$ cat src/rtl/amadeus_markov_pkg.sv
// Shared definitions for the Markov-table merge scheduler: FSM state
// encoding, default table-ID geometry, scratch-table IDs and the operand /
// destination select triple handed to the merge engine.
package amadeus_markov_pkg;

  // Default geometry: input tables 0..7, scratch tables 8 and 9.
  localparam int MAX_TABLES_DEF = 8;
  localparam int TBL_W_DEF      = $clog2(MAX_TABLES_DEF + 2);
  localparam int CNT_W_DEF      = $clog2(MAX_TABLES_DEF + 1);

  // Scratch tables used to ping-pong intermediate merge results.
  localparam logic [TBL_W_DEF-1:0] S0 = TBL_W_DEF'(MAX_TABLES_DEF);
  localparam logic [TBL_W_DEF-1:0] S1 = TBL_W_DEF'(MAX_TABLES_DEF + 1);

  // Scheduler states, 3-bit binary encoding.
  typedef enum logic [2:0] {
    ST_IDLE    = 3'd0,
    ST_ISSUE   = 3'd1,
    ST_WAIT    = 3'd2,
    ST_ADVANCE = 3'd3,
    ST_FINISH  = 3'd4
  } state_t;

  // Operand and destination table IDs for one pairwise merge.
  typedef struct packed {
    logic [TBL_W_DEF-1:0] src_a;
    logic [TBL_W_DEF-1:0] src_b;
    logic [TBL_W_DEF-1:0] dst;
  } merge_sel_t;

  // Table width needed to address every input table plus both scratch tables.
  function automatic int tbl_width(input int max_tables);
    return $clog2(max_tables + 2);
  endfunction

  // Width needed to hold a table count of 0..max_tables.
  function automatic int cnt_width(input int max_tables);
    return $clog2(max_tables + 1);
  endfunction

endpackage

$ cat src/rtl/merge_watchdog.sv
// Per-merge watchdog: counts cycles while enabled and flags expiry on the
// LIMIT-th enabled cycle. Only instantiated when MERGE_TIMEOUT_EN is defined.
module merge_watchdog #(
  parameter int LIMIT = 1024,
  parameter int WD_W  = $clog2(LIMIT + 1)
) (
  input  logic clk,
  input  logic reset,
  input  logic i_clear,
  input  logic i_enable,
  output logic o_expired
);

  localparam logic [WD_W-1:0] LAST = WD_W'(LIMIT - 1);

  logic [WD_W-1:0] r_count;

  // Count enabled cycles; saturate at the expiry value so a stalled
  // scheduler never wraps the counter back to zero.
  always_ff @(posedge clk) begin
    if (reset || i_clear) begin
      r_count <= '0;
    end else if (i_enable && (r_count != LAST)) begin
      r_count <= r_count + WD_W'(1);
    end
  end

  // Expiry is reported combinationally so the scheduler can react in the
  // same cycle that the limit is reached.
  assign o_expired = i_enable && (r_count == LAST);

endmodule

$ cat src/rtl/markov_merge_scheduler.sv
// Sequencer that folds up to MAX_TABLES Markov transition tables into one by
// issuing a chain of pairwise merges to a shared start/done merge engine.
// Intermediate results alternate between scratch tables MAX_TABLES and
// MAX_TABLES+1; the table holding the final result is reported with done.
// Optional build macro: MERGE_TIMEOUT_EN adds a per-merge watchdog that
// aborts the run with error=1 after TIMEOUT_CYCLES cycles without merge_done.
module markov_merge_scheduler
  import amadeus_markov_pkg::*;
#(
  parameter int MAX_TABLES     = 8,
  parameter int TBL_W          = $clog2(MAX_TABLES + 2),
  parameter int CNT_W          = $clog2(MAX_TABLES + 1),
  parameter int TIMEOUT_CYCLES = 1024
) (
  input  logic             clk,
  input  logic             reset,
  input  logic             start,
  input  logic [CNT_W-1:0] num_tables,
  output logic             merge_start,
  input  logic             merge_done,
  output logic [TBL_W-1:0] src_a_sel,
  output logic [TBL_W-1:0] src_b_sel,
  output logic [TBL_W-1:0] dst_sel,
  output logic             busy,
  output logic             done,
  output logic [TBL_W-1:0] result_sel,
  output logic             error
);

  // Scratch table IDs and the largest legal table count at this geometry.
  localparam logic [TBL_W-1:0] W_S0  = TBL_W'(MAX_TABLES);
  localparam logic [TBL_W-1:0] W_S1  = TBL_W'(MAX_TABLES + 1);
  localparam logic [CNT_W-1:0] MAX_N = CNT_W'(MAX_TABLES);

  state_t           r_state;
  logic [CNT_W-1:0] r_num;
  logic [CNT_W-1:0] r_index;
  logic             r_pp;
  logic             r_merge_start;
  logic [TBL_W-1:0] r_src_a;
  logic [TBL_W-1:0] r_src_b;
  logic [TBL_W-1:0] r_dst;
  logic             r_busy;
  logic             r_done;
  logic [TBL_W-1:0] r_result;
  logic             r_error;

  logic [CNT_W-1:0] w_index_inc;
  logic             w_bad_count;

  // Next input table to fold in, and the legality test on a requested count.
  assign w_index_inc = r_index + CNT_W'(1);
  assign w_bad_count = (num_tables == '0) || (num_tables > MAX_N);

`ifdef MERGE_TIMEOUT_EN
  logic w_expired;

  // The watchdog restarts while the merge is being issued and runs only
  // while the scheduler waits for the engine.
  merge_watchdog #(
    .LIMIT (TIMEOUT_CYCLES)
  ) u_merge_watchdog (
    .clk       (clk),
    .reset     (reset),
    .i_clear   (r_state == ST_ISSUE),
    .i_enable  (r_state == ST_WAIT),
    .o_expired (w_expired)
  );
`endif

  // Scheduler FSM; every output is registered and updated on the transition
  // into the state that owns it, so pulses line up with the state itself.
  always_ff @(posedge clk) begin
    if (reset) begin
      r_state       <= ST_IDLE;
      r_num         <= '0;
      r_index       <= '0;
      r_pp          <= 1'b0;
      r_merge_start <= 1'b0;
      r_src_a       <= '0;
      r_src_b       <= '0;
      r_dst         <= '0;
      r_busy        <= 1'b0;
      r_done        <= 1'b0;
      r_result      <= '0;
      r_error       <= 1'b0;
    end else begin
      r_merge_start <= 1'b0;
      r_done        <= 1'b0;
      case (r_state)
        ST_IDLE: begin
          if (start) begin
            r_num   <= num_tables;
            r_index <= CNT_W'(1);
            r_pp    <= 1'b0;
            r_error <= 1'b0;
            if (w_bad_count) begin
              // Nothing sensible to merge: report table 0 with error.
              r_error  <= 1'b1;
              r_result <= '0;
              r_done   <= 1'b1;
              r_state  <= ST_FINISH;
            end else if (num_tables == CNT_W'(1)) begin
              // A single table is already the result.
              r_result <= '0;
              r_done   <= 1'b1;
              r_state  <= ST_FINISH;
            end else begin
              // First merge: table 0 with table 1 into scratch S0.
              r_busy        <= 1'b1;
              r_merge_start <= 1'b1;
              r_src_a       <= '0;
              r_src_b       <= TBL_W'(1);
              r_dst         <= W_S0;
              r_state       <= ST_ISSUE;
            end
          end
        end

        ST_ISSUE: begin
          r_state <= ST_WAIT;
        end

        ST_WAIT: begin
          if (merge_done) begin
            r_state <= ST_ADVANCE;
`ifdef MERGE_TIMEOUT_EN
          end else if (w_expired) begin
            // The operand A of the stalled merge is the last completed
            // result (table 0 when the very first merge stalled).
            r_error  <= 1'b1;
            r_result <= r_src_a;
            r_busy   <= 1'b0;
            r_done   <= 1'b1;
            r_state  <= ST_FINISH;
`endif
          end
        end

        ST_ADVANCE: begin
          r_index <= w_index_inc;
          r_pp    <= ~r_pp;
          if (w_index_inc == r_num) begin
            r_result <= r_dst;
            r_busy   <= 1'b0;
            r_done   <= 1'b1;
            r_state  <= ST_FINISH;
          end else begin
            // Fold the next input table into the previous result, writing
            // to the scratch table that is not currently being read.
            r_merge_start <= 1'b1;
            r_src_a       <= r_dst;
            r_src_b       <= TBL_W'(w_index_inc);
            r_dst         <= r_pp ? W_S0 : W_S1;
            r_state       <= ST_ISSUE;
          end
        end

        ST_FINISH: begin
          r_state <= ST_IDLE;
        end

        default: begin
          r_state <= ST_IDLE;
        end
      endcase
    end
  end

  assign merge_start = r_merge_start;
  assign src_a_sel   = r_src_a;
  assign src_b_sel   = r_src_b;
  assign dst_sel     = r_dst;
  assign busy        = r_busy;
  assign done        = r_done;
  assign result_sel  = r_result;
  assign error       = r_error;

endmodule

$ cat config.mk
export PLATFORM = sky130hd
export DESIGN_NAME = markov_merge_scheduler
export DESIGN_NICKNAME = d
export VERILOG_FILES = /design/src/rtl/amadeus_markov_pkg.sv /design/src/rtl/merge_watchdog.sv /design/src/rtl/markov_merge_scheduler.sv
export SDC_FILE = /design/constraint.sdc
export NUM_CORES = 1
export LEC_CHECK = 0
export BUFFER_PORTS_ARGS = -buffer_cell sky130_fd_sc_hd__buf_2
export CAP_MARGIN = 40
export CORE_ASPECT_RATIO = 0.5
export CORE_UTILIZATION = 30
export DETAILED_ROUTE_END_ITERATION = 10
export MAX_ROUTING_LAYER = met4
export PLACE_DENSITY = 0.48
export SYNTH_ARGS = -nofsm -noshare
export SYNTH_HDL_FRONTEND = slang
export SYNTH_SLANG_ARGS = --single-unit
$ cat constraint.sdc
create_clock -name clk -period 4.1 [get_ports clk]
set_clock_uncertainty 0.1 [all_clocks]
set_input_delay 0.615 -clock clk [delete_from_list [all_inputs] [get_ports clk]]
set_output_delay 0.615 -clock clk [all_outputs]
set_load 0.02 [all_outputs]
==> results of run 1 <==
[flip-flops by register name (all words and copies together) (netlist names), 2 cells and up]
name        flops
r_num           4
r_state         3
r_index         4
result_sel      2
src_b_sel       4
dst_sel         2
src_a_sel       2
[worst min-delay path, stage by stage, from the launching register on]
cell and delay [ns]:
dfxtp_1 0.32, nand3_1 0.06, mux2i_1 0.05
[routing by layer]
layer | GRT usage, % | part of all wire, % | up-vias | wire length [um]
li1 | - | - | 488 | -
met1 | 18.8 | 57 | 424 | 1480
met2 | 20.3 | 39 | 21 | 1020
met3 | 4.62 | 3.6 | 0 | 94
met4 | 3.81 | 0 | 0 | 0
met5 | - | 0 | - | 0
[final cells by class]
cell class / instances / area, um2 / share of cell area [%]
clock buffers: 3 / 41.3 / 3.02
multi-input cells: 92 / 627 / 45.8
well taps: 51 / 63.8 / 4.66
inverters: 1 / 3.75 / 0.274
flip-flops and latches: 26 / 520 / 38.0
repair buffers: 22 / 113 / 8.23
[worst max path at each step]
| stage | start | to | cells past startpoint |
|---|---|---|---|
| after floorplan | r_index[0] | dst_sel[0] | 5 |
| after global placement | num_tables[1] | dst_sel[0] | 5 |
| after detailed placement | num_tables[1] | src_b_sel[2] | 4 |
| after CTS | r_index[0] | src_b_sel[2] | 5 |
| after global routing | r_index[0] | src_b_sel[2] | 5 |
| final | r_index[0] | src_b_sel[2] | 5 |
[power by group]
part           leakage, uW  internal (uW)  total (uW)  switching (uW)
registers         0.000212            267         279            12.3
logic             0.000372           36.7        94.4            57.7
clock network    0.0000216           65.8         143            77.3
total             0.000605            369         516             147
[synth_stat cells (2+ instances only)]
| library cell | n |
|---|---|
| dfxtp_1 | 26 |
| nor2_1 | 13 |
| a21oi_1 | 8 |
| mux2i_1 | 7 |
| nand2_1 | 7 |
| nand3_1 | 7 |
| buf_4 | 6 |
| xnor2_1 | 5 |
| a41o_1 | 4 |
| clkbuf_1 | 4 |
| o21ai_0 | 4 |
| xor2_1 | 3 |
| a2111oi_0 | 2 |
| nand3b_1 | 2 |
| nor3_1 | 2 |
| nor4_1 | 2 |
| or3_1 | 2 |
[through the flow]
stage          worst slack [ns]  area [um2]  total power (uW)  utilization (%)
5_1_grt                    1.81        1370               544             38.0
3_3_place_gp               2.00        1330               379             36.8
2_1_floorplan              2.30        1210               356                -
6_report                   2.04        1370               516             38.0
3_5_place_dp               2.00        1330               379             36.8
4_1_cts                    2.04        1370               521             38.0
[cell families (layout without fill, tap and decap cells)]
group                    after synthesis  count (layout)  synth area share [%]
XOR/XNOR                               9               9                  7.77
flip-flops                            26              26                  43.7
AO/OA/AOI/OAI                         27              27                  17.0
multiplexers                           8               8                  6.83
other                                  1               6                 0.315
buffers and inverters                 12              26                  5.78
adder cells (fa/ha/maj)                1               1                  1.05
AND/OR/NAND/NOR                       41              41                  17.5
==> flow_metrics.env, run 1 <==
export IMPL_status="complete, no violations"
export IMPL_finalCritPeriodShare_pct=50.2
export IMPL_critPathMaxStageDelay_ns=0.55
export IMPL_async_reset_ff_share_pct=0
export IMPL_finalHoldViolations=0
export IMPL_cts_buffers=3
export IMPL_path_clk_slew_ns=0.09
export IMPL_cts_root_buf="clkbuf_8"
export IMPL_dieArea_um2=4240
export IMPL_holdPathStages=2
export IMPL_critPathCaptureType="register"
export IMPL_tightest_slew_ns=0.636
export IMPL_grt_pass1_vias=832
export IMPL_ioPinCount=28
export IMPL_start_util_pct=33.1
export IMPL_ys_flop_type="dfxtp_1"
export IMPL_synth_seq_cells=26
export IMPL_n_antenna_cell=0
export IMPL_synth_distinct_cells=38
export IMPL_critPathRequiredTime_ns=4.21
export IMPL_dp_cells=192
export IMPL_crit_family="compound AO/OA/AOI/OAI gates"
export IMPL_final_common_cell="dfxtp_1"
export IMPL_die_y_um=46.6
export IMPL_path_class="register to register"
export IMPL_ant_nets=0
export IMPL_synth_seq_area_share_pct=43.7
export IMPL_reg2reg_slack_ns=2.04
export IMPL_yosysWarnings=0
export IMPL_yosys_area_top_type_share_pct=43.7
export IMPL_min_from="src_b_sel[1]"
export IMPL_clock_sinks=26
export IMPL_period_needed_ns=2.06
export IMPL_htree_levels=1
export IMPL_worst_path_max_fanout=6
export IMPL_syn_area_per_cell_um2=9.53
export IMPL_irDropWorstVdd_v=0.000138
export IMPL_hold_class="register to register"
export IMPL_vias=933
export IMPL_post_cts_buffers=0
export IMPL_setup_tns_ns=0
export IMPL_synth_area_um2=1190
export IMPL_cts_buffer_depth=2
export IMPL_wl_um=2600
export IMPL_via_per_inst=4.78
export IMPL_die_w_um=91.1
export IMPL_max_freq_ghz=0.486
export IMPL_p_per_area_nw_per_um2=377
export IMPL_cp_start_kind="register"
export IMPL_worst_path_max_delay_cell="o21ai_0"
export IMPL_core_area_um2=3600
export IMPL_globalRoute_totalOverflow=0
export IMPL_maxCapViolCount=0
export IMPL_critPathArrivalTime_ns=2.17
export IMPL_cts_hold_buffers_added=0
export IMPL_path_buf_inv=0
export IMPL_r2r_cells=5
export IMPL_firstDrtPassIters=4
export IMPL_p_leak_uw=0.000605
export IMPL_areaGrowthSynthToFinish_pct=14.9
export IMPL_whs_endpoint="src_b_sel[1]"
export IMPL_relSlewSlack_pct=57.1
export IMPL_fin_hold_ws_ns=0.370
export IMPL_grt_pass1_wl_um=4300
export IMPL_wl_per_cell_um=13.3
export IMPL_clock_latency_ns=0.27
export IMPL_route_detailed_drc=0
export IMPL_cts_tree="done"
export IMPL_nets=155
export IMPL_grtUsageTotal_pct=14.1
export IMPL_cts_resized=0
export IMPL_antenna_found_initial=0
export IMPL_routabilityCongestion=0.755
export IMPL_setup_viol=0
export IMPL_drive_gt1_share_pct=20.8
export IMPL_grt_max_degree=18
export IMPL_rows=15
export IMPL_synth_largest_area_cell="dfxtp_1"
export IMPL_synth_edff_count=0
export IMPL_nFillCells=367
export IMPL_final_cell_mix="26 x dfxtp_1, 21 x buf_2, 13 x nor2_1"
export IMPL_rsz0062_at_grt="no"
export IMPL_first_iter_violations=25
export IMPL_r2r_end="src_b_sel[2]"
export IMPL_portBuffers=21
export IMPL_finalNonFillerCells=195
export IMPL_synth_cells=125
export IMPL_slew_viol_final=0
export IMPL_dp_hpwl_um=1910
export IMPL_r2r_start="r_index[0]"
export IMPL_crit_chain="ha_1, xnor2_1, nand3_1, o21ai_0, a41o_1"
export IMPL_synthTopCellsByArea="dfxtp_1 44%, mux2i_1 5.9%, nor2_1 4.1%, buf_4 3.8%, xnor2_1 3.7%"
Power figures use the tool's default switching activity.
==> run 2: changes to the inputs <==
Settings changed: ABC_AREA from default to 1, PLACE_DENSITY 0.48 to 0.47.
Clock period 4.1 ns to 2 ns, I/O delays scaled along.
==> run 2 against run 1 <==
Fmax up 18%; sequential share of layout area down 3.0 points; flip-flop and latch count unchanged; critical path depth up 3; total power rose to 2.6 times the previous value; first-iteration DRC count up 52%; worst hold slack worse by 0.21 ns; sequential power up 120%; critical endpoint is now src_a_sel[3]; largest cell class unchanged; largest power group unchanged; highest routed layer is now met4.
==> flow_metrics.env, run 2 <==
export IMPL_route_detailed_drc=0
export IMPL_post_route_util_pct=37.6
export IMPL_max_freq_ghz=0.575
export IMPL_wl_per_cell_um=10.5
export IMPL_dp_hpwl_um=1950
export IMPL_yosys_top_cells_count="34 x nand2_1, 26 x dfxtp_1, 21 x inv_1, 20 x a21oi_1, 19 x nand3_1"
export IMPL_period_needed_ns=1.74
export IMPL_clockPowerShare_pct=33.0
export IMPL_portBuffers=21
export IMPL_ant_nets=0
export IMPL_cts_buffers=3
export IMPL_worst_path_max_delay_cell="dfxtp_1"
export IMPL_firstDrtPassIters=4
export IMPL_synth_seq_cells=26
export IMPL_swShare_pct=29.9
export IMPL_cts_hold_buffers_added=0
export IMPL_setup_tns_ns=0
export IMPL_critPathRequiredTime_ns=2.08
export IMPL_p_leak_uw=0.000681
export IMPL_ys_flop_type="dfxtp_1"
export IMPL_cts_tree="done"
export IMPL_slew_viol_final=0
export IMPL_grt_pass1_vias=951
export IMPL_worst_path_max_fanout=19
export IMPL_critPathCaptureType="register"
export IMPL_path_clk_slew_ns=0.10
export IMPL_synth_edff_count=0
export IMPL_synthTopCellsByArea="dfxtp_1 41%, nand2_1 10%, a21oi_1 8.0%, nand3_1 7.6%, inv_1 6.3%"
export IMPL_status="complete, no violations"
export IMPL_via_per_inst=4.40
export IMPL_core_area_um2=3960
export IMPL_clock_sinks=26
export IMPL_rows=16
export IMPL_reg2reg_slack_ns=0.26
export IMPL_clock_latency_ns=0.27
export IMPL_path_class="register to register"
export IMPL_globalRoute_totalOverflow=0
export IMPL_cts_buffer_depth=2
export IMPL_dieArea_um2=4470
export IMPL_die_w_um=93.6
export IMPL_grt_pass1_wl_um=4440
export IMPL_vias=1101
export IMPL_finalCritPeriodShare_pct=86.9
export IMPL_start_util_pct=31.8
export IMPL_final_common_cell="nand2_1"
export IMPL_routabilityCongestion=0.790
export IMPL_ioPinCount=28
export IMPL_hold_class="primary input to register"
export IMPL_final_cell_mix="34 x nand2_1, 25 x dfxtp_1, 21 x inv_1, 21 x buf_2, 20 x a21oi_1"
export IMPL_synth_area_um2=1260
export IMPL_syn_area_per_cell_um2=7.32
export IMPL_yosysWarnings=0
export IMPL_rsz0062_at_grt="no"
export IMPL_die_y_um=47.8
export IMPL_crit_chain="ha_1, xnor2_1, nand2_1, nor2_1, nand3_2, buf_12, a21oi_1, nor2_1"
export IMPL_power_internal_uw=947
export IMPL_power_frac_seq_pct=44.5
export IMPL_wl_um=2620
export IMPL_synth_seq_area_share_pct=41.4
export IMPL_critPathMaxStageDelay_ns=0.42
export IMPL_p_per_area_nw_per_um2=906
export IMPL_areaGrowthSynthToFinish_pct=18.4
export IMPL_grtUsageTotal_pct=13.8
export IMPL_critPathArrivalTime_ns=1.82
export IMPL_cts_root_buf="clkbuf_8"
export IMPL_synth_cells=172
export IMPL_combPwrFrac_pct=22.5
export IMPL_nets=206
export IMPL_setup_viol=0
export IMPL_htree_levels=1
export IMPL_synth_distinct_cells=27
export IMPL_switching_power_uw=403
export IMPL_synth_largest_area_cell="dfxtp_1"
export IMPL_first_iter_violations=38
export IMPL_async_reset_ff_share_pct=0
export IMPL_grt_max_degree=20
export IMPL_maxCapViolCount=0
export IMPL_n_antenna_cell=0
export IMPL_yosys_area_top_type_share_pct=41.4
export IMPL_irDropWorstVdd_v=0.000284
export IMPL_yosysMostFrequentCell="nand2_1"
export IMPL_drive_gt1_share_pct=20.9
export IMPL_power_uw=1350
export IMPL_antenna_found_initial=0
export IMPL_pre_cts_slack_ns=0.218
export IMPL_finalHoldViolations=0
export IMPL_cp_start_kind="register"
export IMPL_timing_critical_path_mode_cell="nor2_1"
export IMPL_fin_ws_ns=0.262
-- run 2: final timing paths --
check / start / to / depth (start not counted)
worst max-delay path: r_index[1] / src_a_sel[3] / 8
worst min-delay path: num_tables[1] / r_num[1] / 3
worst max register to register: r_index[1] / src_a_sel[3] / 8
worst min register to register: r_pp / r_pp / 2
-- run 2: cell families after synthesis --
group	count (synthesis)	share of synthesized area, %
AO/OA/AOI/OAI	31	14.0
XOR/XNOR	2	1.39
adder cells (fa/ha/maj)	1	0.994
buffers and inverters	31	12.2
flip-flops	26	41.4
other	1	0.298
AND/OR/NAND/NOR	80	29.7
-- run 2: area by class of cell --
class                           count  area, um2
Sequential cell                    26        522
Multi-Input combinational cell    120        603
Inverter                           21       78.8
Clock inverter                      1       30.0
Clock buffer                        3       41.3
Tap cell                           54       67.6
Fill cell                         447       2470
Timing Repair Buffer               25        148
-- run 2: through the flow --
| step | std cells | hold WS, ns | cell area (um2) |
|---|---|---|---|
| finish | 250 | 0.165 | 1490 |
| global route | 250 | 0.173 | 1490 |
| CTS | 250 | 0.166 | 1490 |
| detailed placement | 246 | 0.355 | 1420 |
| global placement | 246 | 0.350 | 1420 |
| floorplan | 177 | 0.269 | 1280 |
-- run 2: worst max-delay path: cells and delay by family (launching register included) --
family | cells | cell delay, ns
flops | 1 | 0.42
simple gates | 4 | 0.41
fa+ha+maj | 1 | 0.28
buf+inv | 1 | 0.17
xor+xnor | 1 | 0.13
compound gates | 1 | 0.12
-- run 2: what timing repair did --
action,in CTS,in global routing
endpoints found under the hold margin,0,0
endpoints found under the setup margin,0,2
resized for setup,0,1
buffers inserted,0,0
-- run 2: power groups by stage --
stage	Clock, uW	Sequential, uW	Combinational (uW)
finish	445	600	304
global route	477	608	345
CTS	456	601	309
detailed placement	0	612	308
global placement	0	612	308
floorplan	0	647	205
-- run 2: layer usage --
metal | up-vias | track usage (%) | part of all wire [%]
met3 | 2 | 4.29 | 4.3
met2 | 22 | 22.4 | 42
met4 | 0 | 2.77 | 0.46
li1 | 591 | - | -
met1 | 486 | 17.4 | 54
met5 | - | - | 0
==> run 3: changes to the inputs <==
Settings changed: ABC_AREA 1 to 0, PLACE_DENSITY 0.47 to 0.48, SLEW_MARGIN from default to 25.
==> run 3 against run 2 <==
Worst hold slack improved by 0.019 ns; critical path depth down 3; die area decreased by 5.2%; cell count fell by 19%; via count is 13% lower; first-iteration DRC count grew 32%.
==> flow_metrics.env, run 3 (synthesis gave the netlist of run 1 again) <==
export IMPL_status="complete, no violations"
export IMPL_ant_nets=0
export IMPL_worst_path_max_delay_cell="dfxtp_1"
export IMPL_nets=161
export IMPL_drive_gt1_share_pct=27.2
export IMPL_routabilityCongestion=0.782
export IMPL_critPathRequiredTime_ns=2.07
export IMPL_fin_hold_ws_ns=0.184
export IMPL_firstDrtPassIters=4
export IMPL_cts_tree="done"
export IMPL_grt_pass1_wl_um=4440
export IMPL_crit_family="flip-flops"
export IMPL_vias=962
export IMPL_globalRoute_totalOverflow=0
export IMPL_grtUsageTotal_pct=14.8
export IMPL_period_needed_ns=1.91
export IMPL_grt_max_degree=15
export IMPL_whs_endpoint="r_num[0]"
export IMPL_ioPinCount=28
export IMPL_clock_latency_ns=0.28
export IMPL_p_per_area_nw_per_um2=787
export IMPL_rows=15
export IMPL_cp_start_kind="register"
export IMPL_route_met2_wl_um=1090
export IMPL_finalHoldViolations=0
export IMPL_path_class="register to register"
export IMPL_wl_met1_um=1500
export IMPL_wl_met3_um=109
export IMPL_holdPathStages=3
export IMPL_die_w_um=91.1
export IMPL_portBuffers=21
export IMPL_r2r_start="r_index[0]"
export IMPL_hold_class="primary input to register"
export IMPL_max_freq_ghz=0.523
export IMPL_path_buf_inv=0
export IMPL_via_per_inst=4.76
export IMPL_die_y_um=46.6
export IMPL_route_detailed_drc=0
export IMPL_relSlewSlack_pct=62.7
export IMPL_min_from="num_tables[0]"
export IMPL_htree_levels=1
export IMPL_worst_path_max_fanout=5
export IMPL_cts_root_buf="clkbuf_8"
export IMPL_final_cell_mix="26 x dfxtp_1, 21 x buf_2, 13 x nor2_1"
export IMPL_irDropWorstVdd_v=0.000247
export IMPL_dieArea_um2=4240
export IMPL_rsz0062_at_grt="no"
export IMPL_finalCritPeriodShare_pct=95.7
export IMPL_dr_max_layer_used="met4"
export IMPL_critPathArrivalTime_ns=1.99
export IMPL_p_leak_uw=0.000648
export IMPL_areaGrowthSynthToFinish_pct=22.0
export IMPL_n_antenna_cell=0
export IMPL_cts_buffer_depth=2
export IMPL_slew_viol_final=0
export IMPL_setup_viol=0
export IMPL_wl_per_cell_um=13.5
export IMPL_post_cts_buffers=0
export IMPL_cts_buffers=3
export IMPL_final_common_cell="dfxtp_1"
export IMPL_crit_chain="ha_2, xnor3_1, and3_4, a21oi_4, mux2_2"
export IMPL_wl_um=2740
export IMPL_grt_pass1_vias=882
export IMPL_r2r_end="dst_sel[0]"
export IMPL_dp_hpwl_um=2030
export IMPL_critPathCaptureType="register"
export IMPL_antenna_found_initial=0
export IMPL_critPathMaxStageDelay_ns=0.40
export IMPL_reg2reg_slack_ns=0.09
export IMPL_r2r_cells=5
export IMPL_start_util_pct=33.1
export IMPL_setup_tns_ns=0
export IMPL_first_iter_violations=50
export IMPL_core_area_um2=3600
export IMPL_tightest_slew_ns=0.555
export IMPL_path_clk_slew_ns=0.09
export IMPL_maxCapViolCount=0
export IMPL_clock_sinks=26
-- run 3: worst register-to-register path: cells and delay by family (launching register included) --
kind                       cells  cell delay [ns]
xor gates and xnor gates       1             0.26
AOI/OAI and AO/OA              1             0.25
adders and majority gates      1             0.24
muxes                          1             0.37
DFF                            1             0.40
and+or+nand+nor                1             0.19
-- run 3: power breakdown --
part           internal [uW]  total, uW  switching [uW]
logic                   89.2        220             131
registers                546        570            23.8
clock network            177        352             176
total                    812       1140             331
-- run 3: area by class of cell --
cell class	count	area, um2
fill	381	2150
multi-input combinational	92	652
sequential	26	520
timing repair buffer	28	158
tap	51	63.8
clock buffer	4	55.1
inverter	1	3.75
-- run 3: worst max-delay path by stage --
stage	startpoint	to	slack, ns	cells after the start
3_5_place_dp	r_index[0]	dst_sel[0]	0.07	5
3_3_place_gp	r_index[0]	dst_sel[0]	0.11	5
5_1_grt	r_index[0]	dst_sel[0]	0.03	5
6_report	r_index[0]	dst_sel[0]	0.09	5
2_1_floorplan	r_index[0]	dst_sel[0]	0.20	5
4_1_cts	r_index[0]	dst_sel[0]	0.06	5
-- run 3: layer usage --
metal / vias to the layer above / GRT usage, %
li1: 498 / -
met1: 439 / 18.7
met2: 20 / 23.0
met3: 5 / 4.46
met4: 0 / 4.76
met5: - / -
-- run 3: metrics by stage --
step / instance area [um2] / setup WS [ns] / cells / utilization, % / power [uW]
after CTS: 1430 / 0.0557 / 202 / 39.6 / 1130
final: 1450 / 0.0868 / 202 / 40.3 / 1140
after global routing: 1450 / 0.0265 / 202 / 40.3 / 1190
after detailed placement: 1370 / 0.0740 / 198 / 38.1 / 790
after global placement: 1370 / 0.112 / 198 / 38.1 / 789
after floorplan: 1210 / 0.197 / 130 / - / 731
-- run 3: repair_timing --
item	in CTS	in global routing
endpoints found under the setup margin	0	6
hold buffers	0	0
gates resized for setup	0	7
